File: config.mk
export PLATFORM = sky130hd
export DESIGN_NAME = moxie_wb_arbiter_flat
export DESIGN_NICKNAME = d
export VERILOG_FILES = /design/src/rtl/moxie_wb_arbiter_if.sv /design/src/rtl/moxie_wb_arbiter.sv /design/src/flat_wrapper.sv
export SDC_FILE = /design/constraint.sdc
export NUM_CORES = 1
export LEC_CHECK = 0
export BUFFER_PORTS_ARGS = -buffer_cell sky130_fd_sc_hd__buf_2
export CAP_MARGIN = 20
export CORE_AREA = 2 2 112 114
export DETAILED_ROUTE_END_ITERATION = 10
export DIE_AREA = 0 0 114 116
export GPL_TIMING_DRIVEN = 0
export SYNTH_ARGS = -nofsm -noshare
export SYNTH_HDL_FRONTEND = slang
export SYNTH_SLANG_ARGS = --single-unit
export TNS_END_PERCENT = 10
File: constraint.sdc
create_clock -name clk_i -period 1.47 [get_ports clk_i]
set_input_delay 0.0735 -clock clk_i [delete_from_list [all_inputs] [get_ports clk_i]]
set_output_delay 0.0735 -clock clk_i [all_outputs]
set_load 0.05 [all_outputs]
File: src/rtl/moxie_wb_arbiter_if.sv
// Bundles the two core-side Wishbone master ports, the shared memory-side
// port and the grant vector of moxie_wb_arbiter.
interface moxie_wb_arbiter_if #(
    parameter int AW = 32,
    parameter int DW = 32
);
    localparam int SW = DW / 8;

    // Core side, {D,I} packing, index 0 = instruction fetch, 1 = data
    logic [1:0]      m_cyc_i;
    logic [1:0]      m_stb_i;
    logic [1:0]      m_we_i;
    logic [2*SW-1:0] m_sel_i;
    logic [2*AW-1:0] m_adr_i;
    logic [2*DW-1:0] m_dat_i;
    logic [DW-1:0]   m_dat_o;
    logic [1:0]      m_ack_o;
    logic [1:0]      m_err_o;

    // Memory side
    logic            s_cyc_o;
    logic            s_stb_o;
    logic            s_we_o;
    logic [SW-1:0]   s_sel_o;
    logic [AW-1:0]   s_adr_o;
    logic [DW-1:0]   s_dat_o;
    logic [DW-1:0]   s_dat_i;
    logic            s_ack_i;
    logic            s_err_i;

    logic [1:0]      gnt_o;

    // Arbiter view
    modport slave (
        input  m_cyc_i, m_stb_i, m_we_i, m_sel_i, m_adr_i, m_dat_i,
        input  s_dat_i, s_ack_i, s_err_i,
        output m_dat_o, m_ack_o, m_err_o,
        output s_cyc_o, s_stb_o, s_we_o, s_sel_o, s_adr_o, s_dat_o,
        output gnt_o
    );

    // Environment view: the two masters plus the memory slave
    modport master (
        output m_cyc_i, m_stb_i, m_we_i, m_sel_i, m_adr_i, m_dat_i,
        output s_dat_i, s_ack_i, s_err_i,
        input  m_dat_o, m_ack_o, m_err_o,
        input  s_cyc_o, s_stb_o, s_we_o, s_sel_o, s_adr_o, s_dat_o,
        input  gnt_o
    );
endinterface

File: src/rtl/moxie_wb_arbiter.sv
// Two-master Wishbone arbiter: data master has priority, fetch master gets a
// starvation guard, and a watchdog errors out transfers the slave ignores.
module moxie_wb_arbiter #(
    parameter int AW           = 32,
    parameter int DW           = 32,
    parameter int STARVE_LIMIT = 4,
    parameter int TIMEOUT      = 255
) (
    input  logic           clk_i,
    input  logic           rst_ni,
    moxie_wb_arbiter_if.slave bus
);
    localparam int SW = DW / 8;
    localparam logic [3:0] STARVE_MAX = 4'(STARVE_LIMIT);
    localparam logic [7:0] WDOG_LAST  = (TIMEOUT == 0) ? 8'd0 : 8'(TIMEOUT - 1);

    typedef enum logic [1:0] {
        IDLE  = 2'd0,
        OWN_I = 2'd1,
        OWN_D = 2'd2
    } state_e;

    state_e     st_q, st_d;
    logic [1:0] gnt_q, gnt_d;
    logic [3:0] starve_q, starve_d;
    logic [7:0] wdog_q, wdog_d;

    logic       owned;
    logic       own_idx;
    logic       own_stb;
    logic       timeout;
    logic [1:0] ack_vec;
    logic [1:0] err_vec;

    assign owned   = (st_q != IDLE);
    assign own_idx = (st_q == OWN_D);
    assign own_stb = owned & bus.m_stb_i[own_idx];

    // wdog_q holds completed silent strobe cycles; this cycle would be number TIMEOUT
    assign timeout = (TIMEOUT != 0) && own_stb && !bus.s_ack_i && !bus.s_err_i
                     && (wdog_q == WDOG_LAST);

    // Slave-side mux follows the registered owner
    assign bus.s_cyc_o = owned & bus.m_cyc_i[own_idx];
    assign bus.s_stb_o = own_stb & ~timeout;
    assign bus.s_we_o  = owned & bus.m_we_i[own_idx];
    assign bus.s_sel_o = !owned ? '0 :
                         own_idx ? bus.m_sel_i[2*SW-1:SW] : bus.m_sel_i[SW-1:0];
    assign bus.s_adr_o = !owned ? '0 :
                         own_idx ? bus.m_adr_i[2*AW-1:AW] : bus.m_adr_i[AW-1:0];
    assign bus.s_dat_o = !owned ? '0 :
                         own_idx ? bus.m_dat_i[2*DW-1:DW] : bus.m_dat_i[DW-1:0];

    assign bus.m_dat_o = bus.s_dat_i;

    genvar gi;
    generate
        for (gi = 0; gi < 2; gi++) begin : g_resp
            // err dominates ack when the slave raises both
            assign ack_vec[gi] = gnt_q[gi] & bus.s_ack_i & ~bus.s_err_i;
            assign err_vec[gi] = gnt_q[gi] & (bus.s_err_i | timeout);
        end
    endgenerate

    assign bus.m_ack_o = ack_vec;
    assign bus.m_err_o = err_vec;
    assign bus.gnt_o   = gnt_q;

    always_comb begin
        st_d = st_q;
        unique case (st_q)
            IDLE: begin
                if (bus.m_cyc_i[1] && !(starve_q == STARVE_MAX && bus.m_cyc_i[0]))
                    st_d = OWN_D;
                else if (bus.m_cyc_i[0])
                    st_d = OWN_I;
            end
            OWN_I: begin
                if (!bus.m_cyc_i[0])
                    st_d = bus.m_cyc_i[1] ? OWN_D : IDLE;
            end
            OWN_D: begin
                if (!bus.m_cyc_i[1])
                    st_d = bus.m_cyc_i[0] ? OWN_I : IDLE;
            end
            default: st_d = IDLE;
        endcase
    end

    always_comb begin
        gnt_d = {st_d == OWN_D, st_d == OWN_I};

        starve_d = starve_q;
        if (st_d != st_q) begin
            if (st_d == OWN_I)
                starve_d = 4'd0;
            else if (st_d == OWN_D && bus.m_cyc_i[0] && starve_q != STARVE_MAX)
                starve_d = starve_q + 4'd1;
        end

        wdog_d = wdog_q;
        if (st_d != st_q || !own_stb || bus.s_ack_i || bus.s_err_i || timeout)
            wdog_d = 8'd0;
        else if (TIMEOUT != 0)
            wdog_d = wdog_q + 8'd1;
    end

    always_ff @(posedge clk_i or negedge rst_ni) begin
        if (!rst_ni) begin
            st_q     <= IDLE;
            gnt_q    <= 2'b00;
            starve_q <= 4'd0;
            wdog_q   <= 8'd0;
        end else begin
            st_q     <= st_d;
            gnt_q    <= gnt_d;
            starve_q <= starve_d;
            wdog_q   <= wdog_d;
        end
    end
endmodule
File: src/flat_wrapper.sv
// flat-port wrapper written by rule: the top's interface ports become plain ports
module moxie_wb_arbiter_flat 
#(
    parameter int AW           = 32,
    parameter int DW           = 32,
    parameter int STARVE_LIMIT = 4,
    parameter int TIMEOUT      = 255
)
  (clk_i, rst_ni, bus_m_cyc_i, bus_m_stb_i, bus_m_we_i, bus_m_sel_i, bus_m_adr_i, bus_m_dat_i, bus_s_dat_i, bus_s_ack_i, bus_s_err_i, bus_m_dat_o, bus_m_ack_o, bus_m_err_o, bus_s_cyc_o, bus_s_stb_o, bus_s_we_o, bus_s_sel_o, bus_s_adr_o, bus_s_dat_o, bus_gnt_o);
  moxie_wb_arbiter_if #(.AW(AW), .DW(DW)) bus_i ();
  input  logic clk_i;
  input  logic rst_ni;
  input wire logic [$bits(bus_i.m_cyc_i)-1:0] bus_m_cyc_i;
  input wire logic [$bits(bus_i.m_stb_i)-1:0] bus_m_stb_i;
  input wire logic [$bits(bus_i.m_we_i)-1:0] bus_m_we_i;
  input wire logic [$bits(bus_i.m_sel_i)-1:0] bus_m_sel_i;
  input wire logic [$bits(bus_i.m_adr_i)-1:0] bus_m_adr_i;
  input wire logic [$bits(bus_i.m_dat_i)-1:0] bus_m_dat_i;
  input wire logic [$bits(bus_i.s_dat_i)-1:0] bus_s_dat_i;
  input wire logic [$bits(bus_i.s_ack_i)-1:0] bus_s_ack_i;
  input wire logic [$bits(bus_i.s_err_i)-1:0] bus_s_err_i;
  output wire logic [$bits(bus_i.m_dat_o)-1:0] bus_m_dat_o;
  output wire logic [$bits(bus_i.m_ack_o)-1:0] bus_m_ack_o;
  output wire logic [$bits(bus_i.m_err_o)-1:0] bus_m_err_o;
  output wire logic [$bits(bus_i.s_cyc_o)-1:0] bus_s_cyc_o;
  output wire logic [$bits(bus_i.s_stb_o)-1:0] bus_s_stb_o;
  output wire logic [$bits(bus_i.s_we_o)-1:0] bus_s_we_o;
  output wire logic [$bits(bus_i.s_sel_o)-1:0] bus_s_sel_o;
  output wire logic [$bits(bus_i.s_adr_o)-1:0] bus_s_adr_o;
  output wire logic [$bits(bus_i.s_dat_o)-1:0] bus_s_dat_o;
  output wire logic [$bits(bus_i.gnt_o)-1:0] bus_gnt_o;
  assign bus_i.m_cyc_i = bus_m_cyc_i;
  assign bus_i.m_stb_i = bus_m_stb_i;
  assign bus_i.m_we_i = bus_m_we_i;
  assign bus_i.m_sel_i = bus_m_sel_i;
  assign bus_i.m_adr_i = bus_m_adr_i;
  assign bus_i.m_dat_i = bus_m_dat_i;
  assign bus_i.s_dat_i = bus_s_dat_i;
  assign bus_i.s_ack_i = bus_s_ack_i;
  assign bus_i.s_err_i = bus_s_err_i;
  assign bus_m_dat_o = bus_i.m_dat_o;
  assign bus_m_ack_o = bus_i.m_ack_o;
  assign bus_m_err_o = bus_i.m_err_o;
  assign bus_s_cyc_o = bus_i.s_cyc_o;
  assign bus_s_stb_o = bus_i.s_stb_o;
  assign bus_s_we_o = bus_i.s_we_o;
  assign bus_s_sel_o = bus_i.s_sel_o;
  assign bus_s_adr_o = bus_i.s_adr_o;
  assign bus_s_dat_o = bus_i.s_dat_o;
  assign bus_gnt_o = bus_i.gnt_o;
  moxie_wb_arbiter #(.AW(AW), .DW(DW), .STARVE_LIMIT(STARVE_LIMIT), .TIMEOUT(TIMEOUT)) u_core (.clk_i(clk_i), .rst_ni(rst_ni), .bus(bus_i));
endmodule
==> summary.md <==
| Metric | Value |
|---|---|
| Run status | `finished, violations left` |
| Failing checks | `negative setup slack` |
| Die Width | `114 um` |
| Crit share post-route | `115.7%` |
| Hold Crit Start | `bus_m_cyc_i[1]` |
| Port Buffers | `254` |
| Yosys warning count | `0` |
| Crit Path Max Fanout | `7` |
| TritonCTS Sinks | `16` |
| Reg2reg setup slack | `-0.11 ns` |
| Hold depth | `2` |
| Layout area overhead | `119.7%` |
| Max-cap viol count | `0` |
| Hold Fails Final Rpt | `0` |
| CP endpoint kind | `output port` |
| Slew @ Worst Pin | `0.4177 ns` |
| Std-Cell Rows | `40` |
| Initial antenna violation count | `1` |
| Layout cell share with drive strength beyond 1 | `70.06%` |
| Routed WL | `9895 um` |
| #FFs+latches synth | `16` |
| Vias in the first global route | `2,612` |
| Vias | `2,725` |
| Setup ws final | `-0.2315 ns` |
| Die Ht | `116 um` |
| Crit start category | `flip-flop` |
| Post-route setup TNS | `-8.464 ns` |
| CTS buffer count | `3` |
| Syn Area/Cell | `8.776 um^2` |
| Pin count of the biggest net entering global routing | `17` |
| Worst-Skew Late Latency | `0.25 ns` |
| Final Max Tran Viols | `0` |
| H-tree Lvls | `1` |
| R2R Path End | `u_core.starve_q[2]` |
| Setup Crit Path Kind | `flip-flop to output port` |
| Wire per inst | `15.73 um` |
| Seq/Total Area, Yosys | `21.62%` |
| Clock Tree Buf Depth | `2` |
| GRT Overall Usage | `12.61%` |
| Tmin final | `1.702 ns` |
| Design Area, Final | `4069 um^2` |
| Pwr/cell area | `1002 nW/um^2` |
| Clock slew at reported path FFs | `0.05 ns` |
| DRT Pass-1 Iters | `4` |
| Synth unique cells | `36` |
| CP required | `1.40 ns` |
| 1st-iter DRT viols | `87` |
| Inst Count DP | `612` |
| GRT overflow | `0` |
| Relative slew slack | `72.10%` |
| Syn Nets | `393` |
| DP Wirelength | `8267 um` |
| RD Place Congestion | `0.8470` |
| Post-route insts no fill | `629` |
| Hold endpoint | `u_core.st_q[1]` |
| Post-DRT Antenna Nets | `0` |
| F_max | `587.7 MHz` |
| CTS tree | `built` |
| Worst Path Arrival | `1.63 ns` |
| PnR Total Power | `4077 uW` |
| Initial Util | `15.55%` |
| Commonest non-fill, non-tap cells in the layout | `181 x buf_2, 66 x a22o_1, 65 x buf_4` |
| Post-DR vias/cell | `4.332` |
| Clk root buf | `clkbuf_16` |
| Cell Area, Placed | `3343 um^2` |
| Reg2Reg Launch Point | `u_core.st_q[0]` |
| Layout Skew | `0.002019 ns` |
| Setup violations, final | `83` |
| Cell Area, Synth | `1852 um^2` |
| Most common cell after layout, fill and taps aside | `buf_2` |
| IO Pins | `287` |
| # fillers | `1,233` |
| Nets@finish | `664` |
| Core area | `11,910 um^2` |
| Cells after synthesis | `211` |
| Pleak | `0.002204 uW` |
| Worst Reg-to-Reg Cells | `6` |
| Die area | `13,220 um^2` |
| First-pass GRT wire length | `13,140 um` |
| Remaining DRCs | `0` |
| Final core utilization | `34.16%` |
| Max IR drop VDD | `0.3748 mV` |
| RSZ-0062 raised after global routing | `true` |
| Worst hold path type | `input port to flip-flop` |
cell usage after synthesis:
| master | instances | area share [%] |
|---|---|---|
| ha_1 | 4 | 2.7 |
| buf_4 | 33 | 13 |
| clkbuf_1 | 8 | 1.6 |
| a21oi_1 | 6 | 1.6 |
| nor2_1 | 11 | 2.2 |
| nor4bb_1 | 1 | 0.54 |
| xor2_1 | 2 | 0.95 |
| xnor2_1 | 2 | 0.95 |
| o21ai_2 | 1 | 0.47 |
| nand3_1 | 5 | 1.4 |
| nor2b_1 | 2 | 0.68 |
| and4_1 | 1 | 0.47 |
| inv_1 | 5 | 1.0 |
| buf_2 | 7 | 1.9 |
| and2b_1 | 1 | 0.41 |
| and2_1 | 2 | 0.68 |
| a22oi_1 | 2 | 0.81 |
| nand3b_2 | 1 | 0.61 |
| a221oi_1 | 1 | 0.47 |
| a211oi_2 | 2 | 1.4 |
| dfrtp_1 | 16 | 22 |
| a21o_1 | 1 | 0.41 |
| buf_6 | 1 | 0.61 |
| or3_1 | 2 | 0.68 |
| nand2_1 | 6 | 1.2 |
| and3b_1 | 2 | 0.95 |
| o22ai_1 | 2 | 0.68 |
| o21ai_0 | 4 | 1.1 |
| a2bb2oi_2 | 1 | 0.81 |
| a22o_1 | 70 | 33 |
| nand3b_1 | 4 | 1.6 |
| o2bb2ai_1 | 1 | 0.47 |
| nand4_1 | 1 | 0.34 |
| a221oi_4 | 1 | 1.4 |
| or2_4 | 1 | 0.47 |
| and3_1 | 1 | 0.34 |
metrics by stage:
stage,hold WS (ns),worst slack [ns]
3_5_place_dp,0.008966,-0.7562
4_1_cts,0.1258,-0.2546
6_report,0.1254,-0.2315
2_1_floorplan,-0.2221,-0.1925
5_1_grt,0.1449,-0.3092
3_3_place_gp,-0.002064,-0.7271
worst max-delay path, cell delays in order (launching register included):
cell      delay, ns
dfrtp_1        0.37
buf_6          0.14
nand3b_1       0.18
a211oi_2       0.26
a21oi_2        0.13
nor2b_2        0.13
buf_6          0.16
where the power goes:
| part | leakage (uW) | switching (uW) | internal, uW |
|---|---|---|---|
| Clock | 0.0000442 | 175 | 414 |
| Combinational | 0.00194 | 1830 | 1140 |
| Sequential | 0.000215 | 36.7 | 484 |
| Total | 0.00220 | 2040 | 2030 |
kinds of logic (layout without fill, tap and decap cells):
group / count (synthesis) / after routing / share of synthesized area (%)
adders and majority gates: 4 / 4 / 2.703
DFF: 16 / 16 / 21.62
and+or+nand+nor: 41 / 41 / 12.57
AOI/OAI and AO/OA: 92 / 92 / 42.70
xor gates and xnor gates: 4 / 4 / 1.892
buffers and inverters: 54 / 324 / 18.51
other: 0 / 1 / 0
registers in the layout, indices dropped and copies added, names as in the netlist:
name	count
u_core.starve_q	4
u_core.wdog_q	8
u_core.st_q	2
u_core.bus.gnt_o	2
cell type report:
| cell class | instances | area [um^2] | area share [%] |
|---|---|---|---|
| clock buffer | 4 | 88.84 | 2.183 |
| buffer | 49 | 440.4 | 10.82 |
| sequential | 16 | 400.4 | 9.840 |
| antenna | 1 | 2.502 | 0.06150 |
| inverter | 5 | 18.77 | 0.4613 |
| multi-input combinational | 141 | 1167 | 28.69 |
| tap | 147 | 183.9 | 4.520 |
| timing repair buffer | 266 | 1767 | 43.42 |
worst max-delay path by stage:
| stage | from | to | slack [ns] | cells past startpoint |
|---|---|---|---|---|
| floorplan | u_core.wdog_q[0] | bus_s_stb_o | -0.19 | 5 |
| global placement | u_core.st_q[0] | bus_s_sel_o[0] | -0.73 | 6 |
| detailed placement | u_core.st_q[0] | bus_s_adr_o[27] | -0.76 | 6 |
| CTS | u_core.st_q[0] | bus_m_err_o[0] | -0.25 | 6 |
| global route | u_core.st_q[0] | bus_m_err_o[0] | -0.31 | 6 |
| finish | u_core.st_q[0] | bus_m_err_o[0] | -0.23 | 6 |
routing by layer:
layer / wire (um) / track usage (%)
met2: 4993 / 21.35
met3: 675 / 2.249
met5: 0 / 0
met1: 4175 / 17.21
met4: 50 / 1.789
timing repair:
item / in CTS / in global routing
cloned: 0 / 1
endpoints found under the setup margin: 87 / 86
gates resized for setup: 163 / 15
pin swaps: 10 / 20
endpoints found under the hold margin: 16 / 0
setup buffers: 4 / 6
hold buffers: 1 / 0
No activity file was read; power rests on OpenSTA's default activity.
